==> config.mk <==
export PLATFORM = sky130hd
export DESIGN_NAME = traffic_signal_monitor_flat
export DESIGN_NICKNAME = d
export VERILOG_FILES = /design/src/rtl/traffic_pkg.sv /design/src/rtl/traffic_signal_monitor_if.sv /design/src/rtl/light_channel_checker.sv /design/src/rtl/traffic_signal_monitor.sv /design/src/flat_wrapper.sv
export SDC_FILE = /design/constraint.sdc
export NUM_CORES = 1
export LEC_CHECK = 0
export ABC_AREA = 1
export CAP_MARGIN = 15
export CORE_MARGIN = 2
export CORE_UTILIZATION = 51
export DETAILED_ROUTE_END_ITERATION = 6
export GPL_TIMING_DRIVEN = 0
export MAX_ROUTING_LAYER = met4
export PLACE_DENSITY = 0.76
export SLEW_MARGIN = 20
export SYNTH_ARGS = -nofsm -noshare
export SYNTH_HDL_FRONTEND = slang
export SYNTH_SLANG_ARGS = --single-unit
==> constraint.sdc <==
create_clock -name clk -period 1.5 [get_ports clk]
set_input_delay 0.225 -clock clk [delete_from_list [all_inputs] [get_ports clk]]
set_output_delay 0.225 -clock clk [all_outputs]
set_load 0.005 [all_outputs]
==> src/rtl/traffic_pkg.sv <==
// Shared signalling definitions for the traffic light controller and its safety monitor.
package traffic_pkg;

    localparam logic [2:0] RED    = 3'b100;
    localparam logic [2:0] YELLOW = 3'b010;
    localparam logic [2:0] GREEN  = 3'b001;
    localparam logic [2:0] DARK   = 3'b000;

    typedef enum logic [2:0] {
        FC_NONE         = 3'd0,
        FC_INVALID      = 3'd1,
        FC_CONFLICT     = 3'd2,
        FC_SEQUENCE     = 3'd3,
        FC_SHORT_YELLOW = 3'd4
    } fault_code_e;

    typedef enum logic [1:0] {
        NORMAL    = 2'd0,
        FLASH_ON  = 2'd1,
        FLASH_OFF = 2'd2
    } mon_state_e;

    function automatic logic is_valid(input logic [2:0] code);
        return (code == RED) || (code == YELLOW) || (code == GREEN);
    endfunction

endpackage

==> src/rtl/traffic_signal_monitor_if.sv <==
// Lamp-code bus between the controller, the safety monitor and the lamp drivers.
interface traffic_signal_monitor_if;

    logic [2:0] north_in;
    logic [2:0] east_in;
    logic [2:0] south_in;
    logic [2:0] west_in;
    logic       clear_fault;
    logic [2:0] lamp_north;
    logic [2:0] lamp_east;
    logic [2:0] lamp_south;
    logic [2:0] lamp_west;
    logic       fault;
    logic [2:0] fault_code;

    modport master (
        output north_in, east_in, south_in, west_in, clear_fault,
        input  lamp_north, lamp_east, lamp_south, lamp_west, fault, fault_code
    );

    modport slave (
        input  north_in, east_in, south_in, west_in, clear_fault,
        output lamp_north, lamp_east, lamp_south, lamp_west, fault, fault_code
    );

endinterface

==> src/rtl/light_channel_checker.sv <==
// Per-approach history and rule flags: invalid code, illegal transition, short yellow.
module light_channel_checker
    import traffic_pkg::*;
#(
    parameter int MIN_YELLOW = 2
) (
    input  logic       clk,
    input  logic       rst_n,
    input  logic [2:0] code,
    input  logic       restart,
    output logic       invalid,
    output logic       seq_err,
    output logic       short_yellow,
    output logic       non_red
);

    localparam logic [3:0] MIN_Y = 4'(MIN_YELLOW);

    logic [2:0] prev;
    logic [3:0] ycnt;

    // History keeps tracking in failsafe; only an accepted clear rewinds it.
    always_ff @(posedge clk or negedge rst_n) begin
        if (!rst_n) begin
            prev <= RED;
            ycnt <= '0;
        end else if (restart) begin
            prev <= RED;
            ycnt <= '0;
        end else begin
            prev <= code;
            if (code == YELLOW) begin
                ycnt <= (ycnt == 4'd15) ? ycnt : ycnt + 4'd1;
            end else begin
                ycnt <= '0;
            end
        end
    end

    assign invalid      = !is_valid(code);
    assign non_red      = (code != RED);
    assign seq_err      = ((prev == GREEN)  && (code == RED))    ||
                          ((prev == RED)    && (code == YELLOW)) ||
                          ((prev == YELLOW) && (code == GREEN));
    assign short_yellow = (prev == YELLOW) && (code == RED) && (ycnt < MIN_Y);

endmodule

==> src/rtl/traffic_signal_monitor.sv <==
// Safety monitor: registers legal lamp codes through, latches the first fault and flashes red.
module traffic_signal_monitor
    import traffic_pkg::*;
#(
    parameter int MIN_YELLOW = 2,
    parameter int FLASH_HALF = 4
) (
    input  logic                     clk,
    input  logic                     rst_n,
    traffic_signal_monitor_if.slave  bus
);

    localparam logic [7:0] HALF_LAST = 8'(FLASH_HALF - 1);

    logic [2:0]  code [4];
    logic [3:0]  invalid;
    logic [3:0]  seq_err;
    logic [3:0]  short_yellow;
    logic [3:0]  non_red;
    logic        all_red;
    logic        conflict;
    logic        restart;
    fault_code_e detected;

    mon_state_e  state;
    logic [7:0]  flash_cnt;
    logic [2:0]  lamp [4];
    logic        fault;
    fault_code_e fault_code;

    assign code[0] = bus.north_in;
    assign code[1] = bus.east_in;
    assign code[2] = bus.south_in;
    assign code[3] = bus.west_in;

    for (genvar i = 0; i < 4; i++) begin : g_chk
        light_channel_checker #(.MIN_YELLOW(MIN_YELLOW)) u_chk (
            .clk          (clk),
            .rst_n        (rst_n),
            .code         (code[i]),
            .restart      (restart),
            .invalid      (invalid[i]),
            .seq_err      (seq_err[i]),
            .short_yellow (short_yellow[i]),
            .non_red      (non_red[i])
        );
    end

    assign all_red  = (non_red == 4'b0000);
    assign conflict = ((non_red & (non_red - 4'd1)) != 4'b0000);
    assign restart  = (state != NORMAL) && bus.clear_fault && all_red;

    always_comb begin
        detected = FC_NONE;
        if (|invalid)           detected = FC_INVALID;
        else if (conflict)      detected = FC_CONFLICT;
        else if (|seq_err)      detected = FC_SEQUENCE;
        else if (|short_yellow) detected = FC_SHORT_YELLOW;
    end

    always_ff @(posedge clk or negedge rst_n) begin
        if (!rst_n) begin
            state      <= NORMAL;
            flash_cnt  <= '0;
            fault      <= 1'b0;
            fault_code <= FC_NONE;
            for (int i = 0; i < 4; i++) lamp[i] <= RED;
        end else begin
            case (state)
                NORMAL: begin
                    if (detected != FC_NONE) begin
                        state      <= FLASH_ON;
                        flash_cnt  <= '0;
                        fault      <= 1'b1;
                        fault_code <= detected;
                        for (int i = 0; i < 4; i++) lamp[i] <= RED;
                    end else begin
                        for (int i = 0; i < 4; i++) lamp[i] <= code[i];
                    end
                end
                FLASH_ON, FLASH_OFF: begin
                    if (restart) begin
                        state      <= NORMAL;
                        flash_cnt  <= '0;
                        fault      <= 1'b0;
                        fault_code <= FC_NONE;
                        for (int i = 0; i < 4; i++) lamp[i] <= RED;
                    end else if (flash_cnt == HALF_LAST) begin
                        // Toggle phase: the lamps show the phase being entered.
                        state     <= (state == FLASH_ON) ? FLASH_OFF : FLASH_ON;
                        flash_cnt <= '0;
                        for (int i = 0; i < 4; i++) lamp[i] <= (state == FLASH_ON) ? DARK : RED;
                    end else begin
                        flash_cnt <= flash_cnt + 8'd1;
                    end
                end
                default: state <= NORMAL;
            endcase
        end
    end

    assign bus.lamp_north = lamp[0];
    assign bus.lamp_east  = lamp[1];
    assign bus.lamp_south = lamp[2];
    assign bus.lamp_west  = lamp[3];
    assign bus.fault      = fault;
    assign bus.fault_code = fault_code;

endmodule

==> src/flat_wrapper.sv <==
// flat-port wrapper written by rule: the top's interface ports become plain ports
module traffic_signal_monitor_flat import traffic_pkg::*;
#(
    parameter int MIN_YELLOW = 2,
    parameter int FLASH_HALF = 4
)
  (clk, rst_n, bus_north_in, bus_east_in, bus_south_in, bus_west_in, bus_clear_fault, bus_lamp_north, bus_lamp_east, bus_lamp_south, bus_lamp_west, bus_fault, bus_fault_code);
  traffic_signal_monitor_if bus_i ();
  input  logic clk;
  input  logic rst_n;
  input wire logic [$bits(bus_i.north_in)-1:0] bus_north_in;
  input wire logic [$bits(bus_i.east_in)-1:0] bus_east_in;
  input wire logic [$bits(bus_i.south_in)-1:0] bus_south_in;
  input wire logic [$bits(bus_i.west_in)-1:0] bus_west_in;
  input wire logic [$bits(bus_i.clear_fault)-1:0] bus_clear_fault;
  output wire logic [$bits(bus_i.lamp_north)-1:0] bus_lamp_north;
  output wire logic [$bits(bus_i.lamp_east)-1:0] bus_lamp_east;
  output wire logic [$bits(bus_i.lamp_south)-1:0] bus_lamp_south;
  output wire logic [$bits(bus_i.lamp_west)-1:0] bus_lamp_west;
  output wire logic [$bits(bus_i.fault)-1:0] bus_fault;
  output wire logic [$bits(bus_i.fault_code)-1:0] bus_fault_code;
  assign bus_i.north_in = bus_north_in;
  assign bus_i.east_in = bus_east_in;
  assign bus_i.south_in = bus_south_in;
  assign bus_i.west_in = bus_west_in;
  assign bus_i.clear_fault = bus_clear_fault;
  assign bus_lamp_north = bus_i.lamp_north;
  assign bus_lamp_east = bus_i.lamp_east;
  assign bus_lamp_south = bus_i.lamp_south;
  assign bus_lamp_west = bus_i.lamp_west;
  assign bus_fault = bus_i.fault;
  assign bus_fault_code = bus_i.fault_code;
  traffic_signal_monitor #(.MIN_YELLOW(MIN_YELLOW), .FLASH_HALF(FLASH_HALF)) u_core (.clk(clk), .rst_n(rst_n), .bus(bus_i));
endmodule
==> results, run 1 <==
- Yosys mapped a number of flops with a built-in enable equal to 0.
- The initial antenna violation count is 0.
- The DRC violations left is 0.
- The worst max-slew margin expressed relative to the limit is 0.5501.
- The largest single stage delay on the critical path is 550 ps.
- The count of cells in the finished layout, fillers not included, comes to 523.
- The total inserted antenna cells is 0.
- The register share of total power is 0.356.
- Together, buffers and inverters on the worst path number 1.
- In the routed layout, each cell is associated on average with a via count of 5.275.
- Counting every instance in the synthesized netlist gives 390.
- The total routing usage reported by global routing is 0.2378.
- Between clock sinks in the finished design, the worst skew comes to 4.005 ps.
- The count of final hold-check violations is 0.
- Of the total power, the clock network draws 0.201.
- The worst setup path is launched from a register.
- The post-synthesis area per instance is 7.757 um2.
- Data arrives at the worst endpoint at 1960 ps.
- The maximum fanout count along the critical path is 5.
- The total CTS buffers is 5.
- The final reports fail on negative setup slack.
- In the finished design, the share of the clock period the worst path needs comes to 1.166.
- Counting flops and latches in the post-synthesis netlist gives 54.
- Setup repair after global routing could not meet its margin everywhere.
- For the worst setup path, the data required time is 1710 ps.
- Tracing the worst setup path back leads to its startpoint at u_core.g_chk[2].u_chk.prev[2].
- The wire length of the first global-routing pass is 11.70 mm.
- The critical path goes through nor2_1 -> nand3_1 -> nand4_1 -> nor2_4 -> nand2_4 -> buf_8 -> nand4_1 -> nand2_1.
- In this run, the number of DRC markers left after iteration 0 of detailed routing was 193.
- The path class of the tightest hold or removal check is in2reg.
- The level count of the clock H-tree is 2.
- The clock-pin slew on the worst setup and hold paths is 100 ps.
- The number of synthesis warnings is 0.
- The residual overflow from global routing is 0.
- In the final timing run, aggregate negative setup slack is -4964 ps.
- The flow ran to the end, but the final reports show violations.
- The quantity of I/O buffers inserted on ports is 30.
- Including well taps, the total number of placed cells is 495.
- The tool flagged a number of max-cap violations equal to 0.
- The via count of the first global-routing pass is 2,668.
- The total leakage power is 1.879 nW.
- The count of distinct cell types in the synthesized netlist is 30.
- The switching part of the total power is 0.3953.
- The worst IR drop on VDD is 0.9679 mV.
- Entering global routing, the biggest net connects 55 pins.
- In the synthesized netlist the async set-or-reset flop fraction comes to 1.000.
- Timing analysis after detailed placement gives a worst setup slack of -704.7 ps.
- The family with the most delay on the worst path is simple AND/OR/NAND/NOR gates.
- The first detailed-routing pass ran for 4 iterations.
- Timing would allow up to 571.7 MHz.
- The slowest stage of the critical path is the dfstp_2 cell.
- The worst hold path startpoint is bus_south_in[2].
- The final route contains 2,759 vias.
- Setup violations remaining at the end of the flow were counted as 26.
- The TritonCTS sink count is 54.
- The internal portion of the total power is 2.992 mW.
- The initialized floorplan defines 28 standard-cell rows.
- The number of nets handed over by synthesis was 413.
- In the final design database the tool counted 470 nets.
- The die area is 6564 um2.
- After layout, the worst setup slack is -249.2 ps.
- For this design the top-level I/O count stands at 31.
- The floorplan step set the die width to 81.02 um.
- The maximum count of clock buffers along a single path is 2.
- The most numerous cell type found on the critical path is nand4_1.
- The core region is 5816 um2.
- The hold slack is 295.9 ps.
- The average detailed-routed wire length per instance is 13.91 um.
- The residual antenna-violating net count after detailed routing is 0.
- The type of destination of the critical path is a register.
- In this run the clock root is driven by a clkbuf_8.
- For the pin with the worst max-slew slack, the measured transition is 674.8 ps.
- For this design the total switching power over the nets is 1.956 mW.
- The area of the multi-input gates is 1593 um2.
- The category of the most critical setup path is reg2reg.
- The share of the yosys chip area belonging to registers is 0.4500.
- At the later pin of the worst-skew pair, clock insertion delay measures 320 ps.
- The clock tree from TritonCTS is built.
- The area growth from synthesis to layout is 28.29%.
- The power per standard cell area is 1275 nW/um2.
- Counting I/O delays and the setup requirement, the final critical path takes 1749 ps.
- The y dimension of the die is 81.02 um.
- The number of fill cells in the layout is 507.
- At the end of routability-driven placement, the weighted congestion stood at 0.9079.
- The total length of routed wires is 7.275 mm.
- The max-slew violation count is 0.
- The share of cells above drive strength 1 is 0.2455.
- The dominant register cell in the synthesized netlist is dfrtp_1.
- The register cell area after layout is 1361 um2.
- The initial utilization of the core area, before any placement, comes to 0.5202.
- Of the total power, combinational logic draws 0.443.
- The launch point of the worst reg-to-reg path is u_core.g_chk[2].u_chk.prev[2].
- In this run the cell area of the synthesized design comes to 3025 um2.
- The share of the core filled with cells in the final layout is 0.6674.
- Detailed placement finished with a half-perimeter wire length of 4.784 mm.
layer usage:
layer  up-vias  routed length, um  GRT usage
met2        62               3666     0.3942
met4         0                112    0.07458
met5         -                  0          -
met1      1308               3202     0.2951
li1       1377                  -          -
met3        12                293    0.04556
power groups by stage:
stage	Sequential, mW	Clock [mW]	Combinational (mW)
2_1_floorplan	1.79	0	1.14
3_3_place_gp	1.80	0	1.63
3_5_place_dp	1.81	0	1.66
4_1_cts	1.76	1.02	1.95
5_1_grt	1.79	1.07	2.42
6_report	1.76	0.992	2.19
flip-flops by register name, indices dropped and copies added (netlist names):
register	flops
u_core.bus.fault_code	3
u_core.g_chk.u_chk.prev	12
u_core.bus.lamp_north	3
u_core.flash_cnt	8
u_core.bus.lamp_south	3
u_core.bus.lamp_east	3
u_core.bus.lamp_west	3
u_core.bus.fault	1
u_core.g_chk.u_chk.ycnt	16
u_core.state	2
cells in the final DEF, fill, tap and decap left out, types with 6 or more instances in the layout:
master / instances
o21ai_1: 7
inv_1: 34
nor2_1: 34
nand4_1: 11
dfstp_2: 8
dlygate4sd2_1: 16
inv_2: 17
o21ai_2: 8
dfrtp_1: 46
nand3_1: 39
ha_1: 6
xor2_1: 9
clkbuf_1: 12
nor2_2: 7
a21oi_1: 9
buf_4: 18
clkdlybuf4s50_1: 13
nand3_2: 11
nand2_1: 79
nor3_1: 12
per-stage QoR:
step           total power, mW  cell area [um2]
2_1_floorplan            2.927             3057
3_3_place_gp             3.428             3451
3_5_place_dp             3.469             3448
4_1_cts                  4.725             3746
5_1_grt                  5.281             3881
6_report                 4.948             3881
synthesized netlist by cell type (3+ instances only):
| cell | n | area share |
|---|---|---|
| nand3_2 | 7 | 0.023 |
| dfstp_2 | 8 | 0.069 |
| ha_1 | 8 | 0.033 |
| clkbuf_1 | 15 | 0.019 |
| o21ai_1 | 15 | 0.025 |
| o21ai_0 | 3 | 0.0050 |
| nand4_1 | 11 | 0.023 |
| dfrtp_1 | 46 | 0.38 |
| nand2_1 | 83 | 0.10 |
| nand2_2 | 3 | 0.0062 |
| inv_1 | 35 | 0.043 |
| nor2_1 | 39 | 0.048 |
| a21oi_1 | 11 | 0.018 |
| nor2_2 | 3 | 0.0062 |
| nor3_1 | 17 | 0.028 |
| a211oi_1 | 4 | 0.0099 |
| xor2_1 | 9 | 0.026 |
| inv_2 | 18 | 0.022 |
| nand3_1 | 44 | 0.073 |
what timing repair did:
action | 4_1_cts | 5_1_grt
resized for setup | 42 | 15
hold buffers | 1 | 0
setup endpoints to repair | 30 | 26
hold endpoints to repair | 46 | 0
cloned | 0 | 2
buffers inserted | 12 | 6
pin swaps | 7 | 9
final timing paths:
kind | endpoint | slack (ps) | cells after the start
max | u_core.bus.fault_code[0] | -250 | 8
min | u_core.g_chk[2].u_chk.prev[2] | 300 | 2
max reg2reg | u_core.bus.fault_code[0] | -250 | 8
min reg2reg | u_core.bus.fault | 480 | 2
max in group asynchronous | u_core.flash_cnt[5] | 580 | 2
min in group asynchronous | u_core.g_chk[2].u_chk.ycnt[2] | 480 | 2
logic make-up after synthesis:
logic type	Yosys count	synth area share
compound gates	34	0.06079
xor+xnor	10	0.02895
fa+ha+maj	8	0.03309
buf+inv	69	0.08602
flops	54	0.4500
simple gates	215	0.3412
worst register-to-register path: cells and delay by family, from the launching register on:
kind | cells | cell delay, ps
buffers and inverters | 1 | 160
flip-flops | 1 | 550
AND/OR/NAND/NOR | 7 | 940
cell type report:
cell class / instances / share of cell area
inverters: 53 / 0.05255
flip-flops and latches: 54 / 0.3507
plain buffers: 16 / 0.01934
repair buffers: 49 / 0.1135
multi-input cells: 268 / 0.4104
clock inverters: 3 / 0.01161
well taps: 75 / 0.02418
clock buffers: 5 / 0.01773
(Power assumes the default switching activity.)
==> inputs of run 2 (changes only) <==
--- a/config.mk
+++ b/config.mk
@@ -8,11 +8,11 @@
 export ABC_AREA = 1
 export CAP_MARGIN = 15
 export CORE_MARGIN = 2
-export CORE_UTILIZATION = 51
+export CORE_UTILIZATION = 61
 export DETAILED_ROUTE_END_ITERATION = 6
 export GPL_TIMING_DRIVEN = 0
 export MAX_ROUTING_LAYER = met4
-export PLACE_DENSITY = 0.76
+export PLACE_DENSITY = 0.85
 export SLEW_MARGIN = 20
 export SYNTH_ARGS = -nofsm -noshare
 export SYNTH_HDL_FRONTEND = slang
==> constraint.sdc (replaced) <==
create_clock -name clk -period 2.2 [get_ports clk]
set_input_delay 0.33 -clock clk [delete_from_list [all_inputs] [get_ports clk]]
set_output_delay 0.33 -clock clk [all_outputs]
set_load 0.005 [all_outputs]
==> results, run 2 (synthesis results as in run 1) <==
- The run finished with clean final reports.
- Detailed placement ended at an HPWL of 4.900 mm.
- The total routing usage reported by global routing is 0.2656.
- Summing all multi-input logic gate instances after layout gives 1406 um2.
- The delay of the slowest cell on the worst path is 600 ps.
- Summed over all layers, the global routing overflow is 0.
- The most used cell along the critical path is nand3_1.
- Counting flops per register, the top entry is u_core.g_chk.u_chk.ycnt.
- The initial antenna violation count was 0.
- The region available for standard cell placement spans 4755 um2.
- The initialized floorplan defines 25 standard-cell rows.
- The power per standard cell area is 821.8 nW/um2.
- In the layout the commonest cells are nand2_1, dfrtp_1, nand3_1.
- The clock period minus final worst setup slack is 1997 ps.
- The analysis attributes to cell leakage a power of 1.686 nW.
- TritonCTS built the clock tree.
- The number of hold buffers added after CTS was 0.
- In the final layout, the registers with the most flip-flops are u_core.g_chk.u_chk.ycnt x16, u_core.g_chk.u_chk.prev x12, u_core.flash_cnt x8.
- The post-route fraction of the period consumed by the critical path is 0.9076.
- After the flow finishes, the layout carries non-filler instances totaling 495.
- IR analysis of the VDD net gives a maximum drop of 0.6989 mV.
- The DRC violations left is 0.
- For the worst setup path, the data arrival time is 2230 ps.
- CTS built an H-tree with a depth of 2.
- For the worst setup path, the data required time is 2430 ps.
- In this run the post-CTS setup repair buffer count came out at 0.
- The layout-stage area growth over the synthesis result is 15.55%.
- For this block, the routed nets add up to 6.445 mm of wire.
- The critical path contains buffers and inverters numbering 2 combined.
- The register cell area after layout is 1361 um2.
- The family with the most delay on the worst path is simple AND/OR/NAND/NOR gates.
- The residual antenna-violating net count after detailed routing is 0.
- The via count of the first global-routing pass came to 2,514.
- The via count is 2,661.
- The initial cell density of the core is 0.6363.
- The hold slack is 40.56 ps.
- CTS placed an instance of clkbuf_8 at the clock tree root.
- Setup repair after global routing left no endpoint under its margin.
- The critical path is of the in2reg type.
- The worst min-delay path category is in2async.
- Max-cap violations in this run came to 0.
- STA classifies the critical path endpoint as a register.
- Dividing the detail-routed via count by the number of cells gives 5.376.
- The count of final hold-check violations is 0.
- Walking the worst path, the cells encountered are clkdlybuf4s50_1 -> nand3_1 -> nand3_1 -> nand4_1 -> nor2_4 -> nand2_2 -> buf_2 -> o21ai_1.
- The count of boundary I/O pins is 31.
- At the pin with the least slew margin, the transition time is 645.4 ps.
- The maximum fanout count along the critical path is 10.
- The number of nets in the layout is 450.
- Counting the buffers created by CTS gives 5.
- The maximum count of clock buffers along a single path is 2.
- The max-slew violation count is 0.
- The maximum number of pins on one net before global-route repair is 55.
- The share of cells above drive strength 1 is 0.1308.
- The worst max-slew margin expressed relative to the limit is 0.5697.
- On the final layout, the worst clock skew is 8.989 ps.
- The clock net in this run drives a total of 54 sinks.
- The register with the most flip-flops in the layout has 16 of them.
- The detailed router finished its first iteration with 176 violations.
- The floorplan step defined a die boundary enclosing 5539 um2.
- The placer's final routability congestion estimate is 0.8933.
- The number of antenna diodes in the final layout is 0.
- The clock insertion delay at the later pin of the skew report is 310 ps.
- The post-route total power is 2.873 mW.
- The library cell used most frequently in the layout, excluding fill and tap cells, is nand2_1.
- The cell type of the slowest stage on the worst timing path is clkdlybuf4s50_1.
- The average detailed-routed wire length per instance is 13.02 um.
- After filler insertion, the fill cell instance count of the layout stands at 374.
- Counting tap cells, the placed design contains a total of 487 instances.
- The maximum operating frequency is 500.8 MHz.
- The die span in x is 74.43 um.
- The wire length of the first global-routing pass is 10.83 mm.
- Setup violations remaining at the end of the flow were counted as 0.
- The quantity of I/O buffers inserted on ports is 30.
- For this run, the detailed router's first-pass iteration total came to 5.
- Clock-pin slew was measured on the worst setup and hold paths at 100 ps.
- The sort of element at the start of the critical path is an input pin.
- From bottom edge to top edge, the die measures 74.43 um.
==> run 2: changes by cell type in the layout (fill, tap and decap cells not counted), sizes merged <==
cell	change
dlygate4sd3	-1
clkinvlp	-2
bufinv	-1
clkinv	+2
nand2	-1
dlygate4sd2	-16
clkdlybuf4s50	+16
buf	-17
==> run 2: final timing paths <==
| path | startpoint | to | slack (ps) | cells past startpoint |
|---|---|---|---|---|
| min in group clk | u_core.bus.fault | u_core.bus.fault | 480 | 2 |
| worst max register to register | u_core.state[0] | u_core.bus.lamp_east[2] | 240 | 8 |
| max in group asynchronous | rst_n | u_core.flash_cnt[5] | 1730 | 1 |
| worst min-delay path | rst_n | u_core.bus.lamp_south[1] | 40 | 1 |
| worst min register to register | u_core.bus.fault | u_core.bus.fault | 480 | 2 |
| worst max-delay path | bus_south_in[1] | u_core.bus.lamp_west[1] | 200 | 8 |
==> run 2: through the flow <==
step	instance area [um2]	TNS, ps	worst slack, ps	utilization
5_1_grt	3496	0	14.84	0.7353
4_1_cts	3493	0	153.0	0.7347
6_report	3496	0	203.3	0.7353
3_3_place_gp	3410	-36600	-750.4	0.7171
2_1_floorplan	3025	0	590.9	-
3_5_place_dp	3407	-1202	-154.9	0.7166
==> run 2: cell type report <==
class | instances | share of cell area
multi-input cells | 267 | 0.4023
flip-flops and latches | 54 | 0.3894
clock inverters | 2 | 0.003937
plain buffers | 16 | 0.01754
well taps | 67 | 0.02398
inverters | 53 | 0.05691
repair buffers | 30 | 0.08518
clock buffers | 6 | 0.02076
==> run 2: layer usage <==
layer  track usage  up-vias  share of wire
li1              -     1335              -
met1        0.3336     1243           0.44
met2        0.4356       68           0.50
met3       0.04472       15          0.038
met4       0.09325        0          0.022
met5             -        -              0
==> run 2: power by group <==
| group | total (mW) | switching [mW] | internal, mW | leakage [nW] |
|---|---|---|---|---|
| Clock | 0.557 | 0.331 | 0.226 | 0.0452 |
| Combinational | 1.11 | 0.713 | 0.392 | 0.943 |
| Sequential | 1.21 | 0.0804 | 1.13 | 0.697 |
==> run 2: timing repair <==
action / 4_1_cts / 5_1_grt
setup endpoints to repair: 0 / 4
gates resized for setup: 0 / 1
endpoints found under the hold margin: 0 / 0
